===== config.mk =====
export PLATFORM = sky130hd
export DESIGN_NAME = cnt_sched
export DESIGN_NICKNAME = d
export VERILOG_FILES = /design/src/rtl/cnt_sched_pkg.sv /design/src/rtl/cnt_sched_tick_counter.sv /design/src/rtl/cnt_sched.sv
export SDC_FILE = /design/constraint.sdc
export NUM_CORES = 1
export LEC_CHECK = 0
export ABC_CLOCK_PERIOD_IN_PS = 2100
export CAP_MARGIN = 30
export CORE_MARGIN = 1.5
export CORE_UTILIZATION = 44
export CTS_CLUSTER_SIZE = 16
export DETAILED_ROUTE_END_ITERATION = 8
export HOLD_SLACK_MARGIN = 0.12
export PLACE_DENSITY = 0.89
export SLEW_MARGIN = 25
export SYNTH_ARGS = -nofsm -noshare
export SYNTH_HDL_FRONTEND = slang
export SYNTH_SLANG_ARGS = --single-unit

===== constraint.sdc =====
create_clock -name clk -period 2.1 [get_ports clk]
set_input_delay 0.42 -clock clk [delete_from_list [all_inputs] [get_ports clk]]
set_output_delay 0.42 -clock clk [all_outputs]
set_load 0.02 [all_outputs]

===== src/rtl/cnt_sched_pkg.sv =====
// Shared types and arbitration helpers for the cnt_sched counter scheduler.
// Index widths are fixed at 3 bits so the helpers serve any NREQ up to 8.
package cnt_sched_pkg;

  typedef enum logic [1:0] {
    S_IDLE = 2'd0,
    S_RUN  = 2'd1,
    S_DONE = 2'd2
  } state_t;

  localparam int MAX_REQ = 8;

  // Scan upward from ptr+1, wrapping modulo nreq. The loop runs from the far
  // end back toward ptr+1, so the nearest set request is assigned last and wins.
  function automatic logic [2:0] rr_pick(input logic [7:0] req, input logic [2:0] ptr,
                                         input int nreq);
    logic [2:0] pick;
    logic [2:0] idx;
    pick = '0;
    for (int k = MAX_REQ; k >= 1; k--) begin
      if (k <= nreq) begin
        idx = 3'((int'(ptr) + k) % nreq);
        if (req[idx]) pick = idx;
      end
    end
    return pick;
  endfunction

  function automatic logic [2:0] fixed_pick(input logic [7:0] req, input int nreq);
    logic [2:0] pick;
    pick = '0;
    for (int k = MAX_REQ - 1; k >= 0; k--) begin
      if (k < nreq && req[k]) pick = 3'(k);
    end
    return pick;
  endfunction

endpackage


===== src/rtl/cnt_sched_tick_counter.sv =====
// W-bit up counter with synchronous clear (wins over enable) and async reset.
module tick_counter #(
  parameter int W = 4
) (
  input  logic         clk,
  input  logic         reset,
  input  logic         i_clr,
  input  logic         i_en,
  output logic [W-1:0] o_q
);

  always_ff @(posedge clk or posedge reset) begin
    if (reset)      o_q <= '0;
    else if (i_clr) o_q <= '0;
    else if (i_en)  o_q <= o_q + W'(1);
  end

endmodule


===== src/rtl/cnt_sched.sv =====
// Round-robin scheduler sharing one tick counter among NREQ requesters.
// Define SCHED_FIXED_PRIO_EN for fixed lowest-index-wins arbitration.
module cnt_sched
  import cnt_sched_pkg::*;
#(
  parameter int NREQ = 4,
  parameter int W    = 4
) (
  input  logic              clk,
  input  logic              reset,
  input  logic [NREQ-1:0]   i_req,
  input  logic [NREQ*W-1:0] i_len,
  input  logic              i_tick,
  output logic [NREQ-1:0]   o_grant,
  output logic              o_busy,
  output logic [NREQ-1:0]   o_done,
  output logic              o_abort,
  output logic [W-1:0]      o_cnt_val
);

  state_t          r_state;
  state_t          w_stateNext;
  logic [2:0]      r_owner;
  logic [W-1:0]    r_len;
  logic [7:0]      w_reqPad;
  logic [2:0]      w_pick;
  logic [W-1:0]    w_winLen;
  logic [NREQ-1:0] w_ownerOh;
  logic            w_ownerReq;
  logic            w_start;
  logic            w_abort;
  logic [W-1:0]    w_cnt;

  always_comb begin
    w_reqPad = '0;
    w_reqPad[NREQ-1:0] = i_req;
  end

`ifdef SCHED_FIXED_PRIO_EN
  assign w_pick = fixed_pick(w_reqPad, NREQ);
`else
  logic [2:0] r_ptr;

  // Reset value NREQ-1 makes requester 0 the first winner.
  always_ff @(posedge clk or posedge reset) begin
    if (reset)                 r_ptr <= 3'(NREQ - 1);
    else if (r_state == S_DONE) r_ptr <= r_owner;
  end

  assign w_pick = rr_pick(w_reqPad, r_ptr, NREQ);
`endif

  always_comb begin
    w_winLen = '0;
    for (int i = 0; i < NREQ; i++) begin
      if (3'(i) == w_pick) w_winLen = i_len[i*W +: W];
    end
  end

  assign w_ownerOh  = {{(NREQ-1){1'b0}}, 1'b1} << r_owner;
  assign w_ownerReq = w_reqPad[r_owner];

  always_ff @(posedge clk or posedge reset) begin
    if (reset) begin
      r_state <= S_IDLE;
      r_owner <= '0;
      r_len   <= '0;
    end else begin
      r_state <= w_stateNext;
      if (w_start) begin
        r_owner <= w_pick;
        r_len   <= w_winLen;
      end
    end
  end

  // Abort is checked before completion so a dropped request never sees done.
  always_comb begin
    w_stateNext = r_state;
    w_start     = 1'b0;
    w_abort     = 1'b0;
    case (r_state)
      S_IDLE: begin
        if (|i_req) begin
          w_start     = 1'b1;
          w_stateNext = S_RUN;
        end
      end
      S_RUN: begin
        if (!w_ownerReq) begin
          w_abort     = 1'b1;
          w_stateNext = S_IDLE;
        end else if ((r_len == '0) || (i_tick && (w_cnt == r_len - W'(1)))) begin
          w_stateNext = S_DONE;
        end
      end
      S_DONE:  w_stateNext = S_IDLE;
      default: w_stateNext = S_IDLE;
    endcase
  end

  tick_counter #(.W(W)) u_counter (
    .clk   (clk),
    .reset (reset),
    .i_clr (w_start),
    .i_en  ((r_state == S_RUN) && i_tick && (r_len != '0) && w_ownerReq),
    .o_q   (w_cnt)
  );

  assign o_busy    = (r_state == S_RUN) || (r_state == S_DONE);
  assign o_grant   = o_busy ? w_ownerOh : '0;
  assign o_done    = (r_state == S_DONE) ? w_ownerOh : '0;
  assign o_abort   = w_abort;
  assign o_cnt_val = w_cnt;

endmodule


==> results.ini, run 1 <==
[status]
status=completed

[placement]
place.gp.congestion=0.827
io_buffers=36
place_ws_ps=-414
hpwl_mm=2.11
dp.cells=191

[detailed_routing]
via_per_inst=5.28
drtIter0Drc=15
drt-total-wl_mm=2.56
wl_per_cell_um=13.1
via_count=1029
detail-route-antenna-nets=0
first_pass_iters=4
drc_errors=0

[global_route]
grt_pass1_wl_mm=4.17
grt_max_degree=15
grt_usage_pct=20.9
grt_remaining_overflow=0
grt_pass1_vias=1008
antenna_found_initial=0

[clock_network]
cts_sinks=14
cts_setup_buffers=0
cts_root_buffer=clkbuf_4
h-tree-depth=1
cts_buffers=3
path_clk_slew_ps=90
clk_path_buf_depth=2
clk_latency_ps=280
cts_tree=yes

[synth]
yosys_warnings=0
synth_edf_count=0
ys_types=34
post_synth.cell_area_avg_sq_um=9.02
synth_xor_area_share_pct=7.12
synth_largest_area_cell=dfrtp_1
synth_area_sq_um=1050
synth-seq-cells=14
yosysSeqAreaShare_pct=33.5
synth_compound_area_share_pct=12.8
async_reset_ff_share_pct=100
synth_area_leaders=dfrtp_1, ha_1, mux2i_1
yosys.area.top_type_share_pct=28.5
synthAdderAreaFrac_pct=5.93
synth_ff_type=dfrtp_1
yosys.area_share.simple_pct=22.3
synthMuxAreaShare_pct=13.2
synth_cells=117
syn_nets=145
synth_top_family_by_area=simple AND/OR/NAND/NOR gates

[setup_path]
worstReg2RegStart=r_ptr[1]$_DFFE_PP1P_
worstReg2RegEnd=r_len[2]$_DFFE_PP0P_
critPathCaptureType=primary output
r2r.worst_path.cells=5
critPathKind=in -> out
cp_top_family=buffers and inverters
cpPeakStageDelay_ps=510
required_ps=1680
crit_buf_inv=2
worstPathArrival_ps=1640
crit_chain=clkdlybuf4s50_1 -> mux4_2 -> nor2_1 -> buf_2
crit_path_start_kind=input port
crit_fanout=2
critPathSlowestCell=mux4_2
rrSetupSlack_ps=340

[finish]
final_core_util_pct=70.0
antenna_cells=0
mostFrequentLayoutCell=clkdlybuf4s50_1
drive_above_1_share_pct=19.2
stdcell_count=195
num-nets-final=196
area_growth_pct=48.3
final_cell_mix=clkdlybuf4s50_1, buf_4, dfrtp_1

[sta]
setup_viol=0
worst_slack_ps=40.0
fin_worst_skew_ps=3.96
worst_pin_slew_ps=541
relSlewSlack_pct=63.9
layout_min_cycle_time_ps=2060
rsz0062_at_grt=false
min_period_over_period_pct=98.1
maxSlewViolCount=0
fmax_ghz=0.485
whs_ps=471
hold_violations=0

[pwr]
p_leak_nw=0.737
powerDensity_nw_per_um2=1210
peakVddDrop_mv=0.715

[floorplanning]
die_w_um=52.0
ios=37
die-area_sq_um=2700
core_sq_um=2230
die_y_um=52.0
initial_core_util_pct=47.2
placementRows=17

[flow_run]
drv_cap=0

[min_path]
hp-class=in -> async

[cell usage after synthesis, types with 2 or more instances]
cell,instances
xor2_1,3
nor2b_1,2
ha_1,5
o211ai_1,2
and3b_1,2
nor3b_1,2
mux2i_1,6
mux2_2,5
buf_2,2
dfstp_2,2
nand2_1,10
and3_1,3
o221ai_1,2
nor2_1,9
dfrtp_1,12
a21oi_1,7
or3_1,3
xnor2_1,3
nand3_1,9
inv_1,11
o21ai_0,4
[cells by family (layout without fill, tap and decap cells)]
group           count (synthesis)  count (layout)
compound gates                 19              19
xor+xnor                        7               7
fa+ha+maj                       5               5
buf+inv                        14              64
flops                          14              14
mux                            12              12
simple gates                   46              46
[per-layer routing]
metal  share of wire (%)  up-vias  track usage [%]
li1                    -      515                -
met5                   0        -                0
met3                 3.2        2             2.01
met1                  41      482             22.9
met2                  56       30             40.7
met4                0.70        0             7.89
[stage by stage]
stage	power [mW]	area, sq um	TNS, ps
floorplan	1.26	1050	0
global placement	1.68	1550	-487
detailed placement	1.74	1550	-1140
CTS	1.90	1570	0
global route	2.03	1560	0
finish	1.89	1560	0
[power by group]
group | total, mW | internal (mW) | switching (mW)
registers | 0.496 | 0.390 | 0.106
clock network | 0.200 | 0.105 | 0.0942
logic | 1.20 | 0.579 | 0.620
[final cells by class]
class                           count  area [sq um]
Fill cell                         179           669
Multi-Input combinational cell     89           647
Timing Repair Buffer               49           452
Sequential cell                    14           353
Inverter                           11          41.3
Clock buffer                        4          36.3
Tap cell                           28          35.0
[how the worst max path moves through the flow]
stage / slack (ps) / from / end / cells past startpoint
floorplan: 290 / r_state[0]$_DFFE_PP0P_ / o_grant[0] / 3
global placement: -380 / i_req[3] / o_abort / 4
detailed placement: -410 / i_req[3] / o_abort / 4
CTS: 30 / r_state[0]$_DFFE_PP0P_ / o_grant[0] / 4
global route: 0.01 / r_state[0]$_DFFE_PP0P_ / o_done[0] / 4
finish: 40 / i_req[3] / o_abort / 4
[what timing repair did]
| item | in CTS | in global routing |
|---|---|---|
| setup endpoints to repair | 10 | 3 |
| resized for setup | 13 | 6 |
| hold buffers | 0 | 0 |
[flip-flops by register name, summed over array words and instances, names as in the netlist]
register and count:
r_ptr 2, r_state 2, r_len 4, u_counter.o_q 4, r_owner 2
Note: power is estimated with default switching activity, not from simulation.
==> run 2, diff against run 1 <==
--- a/config.mk
+++ b/config.mk
@@ -14,4 +14,5 @@
 export HOLD_SLACK_MARGIN = 0.12
 export PLACE_DENSITY = 0.89
+export REMOVE_ABC_BUFFERS = 1
 export SLEW_MARGIN = 25
 export SYNTH_ARGS = -nofsm -noshare
==> constraint.sdc (replaced) <==
create_clock -name clk -period 2.1 [get_ports clk]
set_input_delay 0.42 -clock clk [delete_from_list [all_inputs] [get_ports clk]]
set_output_delay 0.42 -clock clk [all_outputs]
set_load 0.01 [all_outputs]
==> results.ini, run 2 (synthesis gave the netlist of run 1 again) <==
[sta]
hold_violations=0
layout_min_cycle_time_ps=2010
worst_pin_slew_ps=531
setup_viol=0
fmax_ghz=0.498
fin_worst_skew_ps=4.25
rsz0062_at_grt=false
maxSlewViolCount=0
relSlewSlack_pct=64.6
min_period_over_period_pct=95.6

[detailed_routing]
wl_per_cell_um=13.9
drt-total-wl_mm=2.74
detail-route-antenna-nets=0
first_pass_iters=4
drtIter0Drc=43
via_count=1073
via_per_inst=5.45
drc_errors=0

[setup_path]
critPathCaptureType=primary output
worstReg2RegStart=r_ptr[1]$_DFFE_PP1P_
rrSetupSlack_ps=300
crit_fanout=2
crit_path_start_kind=input port
required_ps=1680
crit_chain=clkdlybuf4s50_1 -> mux4_2 -> nor2_1 -> buf_2
worstPathArrival_ps=1590
critPathKind=in -> out
worstSetupStartpoint=i_req[3]
cpPeakStageDelay_ps=510
critPathSlowestCell=mux4_2

[pwr]
p_int_mw=1.13
powerDensity_nw_per_um2=1180
p_comb_share_pct=63.5
pwr-share-clk_pct=10.3
swShare_pct=40.8
seq_power_share_pct=26.2
p_leak_nw=0.792
switchingPower_mw=0.780
power_mw=1.91
peakVddDrop_mv=0.712

[global_route]
grt_usage_pct=22.5
grt_pass1_wl_mm=4.58
busiest_layer=met2
grt_pass1_vias=1084
gr-usage-met3_pct=2.30
globalRouteMet1Util_pct=24.1
grt_max_degree=15
antenna_found_initial=0
use_met2_pct=45.1
grt_remaining_overflow=0

[clock_network]
cts_buffers=3
cts_sinks=14
h-tree-depth=1
cts_root_buffer=clkbuf_4
clk_latency_ps=280
cts_tree=yes
path_clk_slew_ps=90
clk_path_buf_depth=2

[flow_run]
drv_cap=0

[finish]
num-nets-final=198
drive_above_1_share_pct=21.3
design_area_sq_um=1620
fillers=166
antenna_cells=0
seqCellArea_sq_um=353
multi_input_area_sq_um=672
final_cell_mix=clkdlybuf4s50_1, buf_4, dfrtp_1
top_regs=r_len x4, u_counter.o_q x4
mostFrequentLayoutCell=clkdlybuf4s50_1
area_growth_pct=53.5

[floorplanning]
die-area_sq_um=2700
ios=37
die_y_um=52.0
placementRows=17
initial_core_util_pct=47.2
die_w_um=52.0
core_sq_um=2230

[min_path]
hp-class=in -> async

[placement]
io_buffers=36
place_area_sq_um=1540
hpwl_mm=2.13
place.gp.congestion=0.783

[status]
status=completed

run 2: worst max-delay path: cells and delay by family:
kind | cells | cell delay (ps)
mux | 1 | 510
buf+inv | 2 | 570
simple gates | 1 | 90
run 2: layer usage:
metal	up-vias	part of all wire, %	wire (um)
met5	-	0	0
met4	0	1.1	30
met3	5	4.7	130
met2	42	54	1490
met1	513	40	1090
li1	513	-	-
run 2: timing repair:
| item | 4_1_cts | 5_1_grt |
|---|---|---|
| hold buffers | 0 | 0 |
| setup buffers | 3 | 0 |
| gates resized for setup | 13 | 3 |
| pin swaps | 0 | 0 |
| cloned | 0 | 0 |
| endpoints found under the setup margin | 9 | 3 |
run 2: final timing paths:
path,endpoint,cells after the start
worst max register to register,r_len[2]$_DFFE_PP0P_,5
worst max-delay path,o_abort,4
min in group clk,r_ptr[0]$_DFFE_PP1P_,2
max in group asynchronous,r_ptr[0]$_DFFE_PP1P_,2
worst min-delay path,r_owner[0]$_DFFE_PP0P_,2
worst min register to register,r_ptr[0]$_DFFE_PP1P_,2
run 2: power by group through the flow:
stage | clock (mW) | sequential [mW] | combinational, mW
3_5_place_dp | 0 | 0.503 | 1.15
4_1_cts | 0.193 | 0.498 | 1.21
5_1_grt | 0.207 | 0.513 | 1.33
2_1_floorplan | 0 | 0.505 | 0.673
6_report | 0.197 | 0.502 | 1.22
3_3_place_gp | 0 | 0.495 | 1.10
run 2: final cells by class:
class	instances	share of cell area (%)
Clock buffer	4	2.24
Inverter	11	2.55
Multi-Input combinational cell	89	41.5
Sequential cell	14	21.8
Tap cell	28	2.16
Timing Repair Buffer	51	29.8
run 2: stage by stage:
step | worst slack, ps | utilization, % | hold WS [ps] | std cells | setup TNS (ps)
after global placement | -296 | 68.9 | 497 | 190 | -392
after CTS | 45.4 | 72.2 | 484 | 197 | 0
after detailed placement | -311 | 68.9 | 505 | 190 | -921
after global routing | 23.4 | 72.5 | 524 | 197 | 0
after floorplan | 316 | - | 308 | 114 | 0
final | 91.6 | 72.5 | 464 | 197 | 0
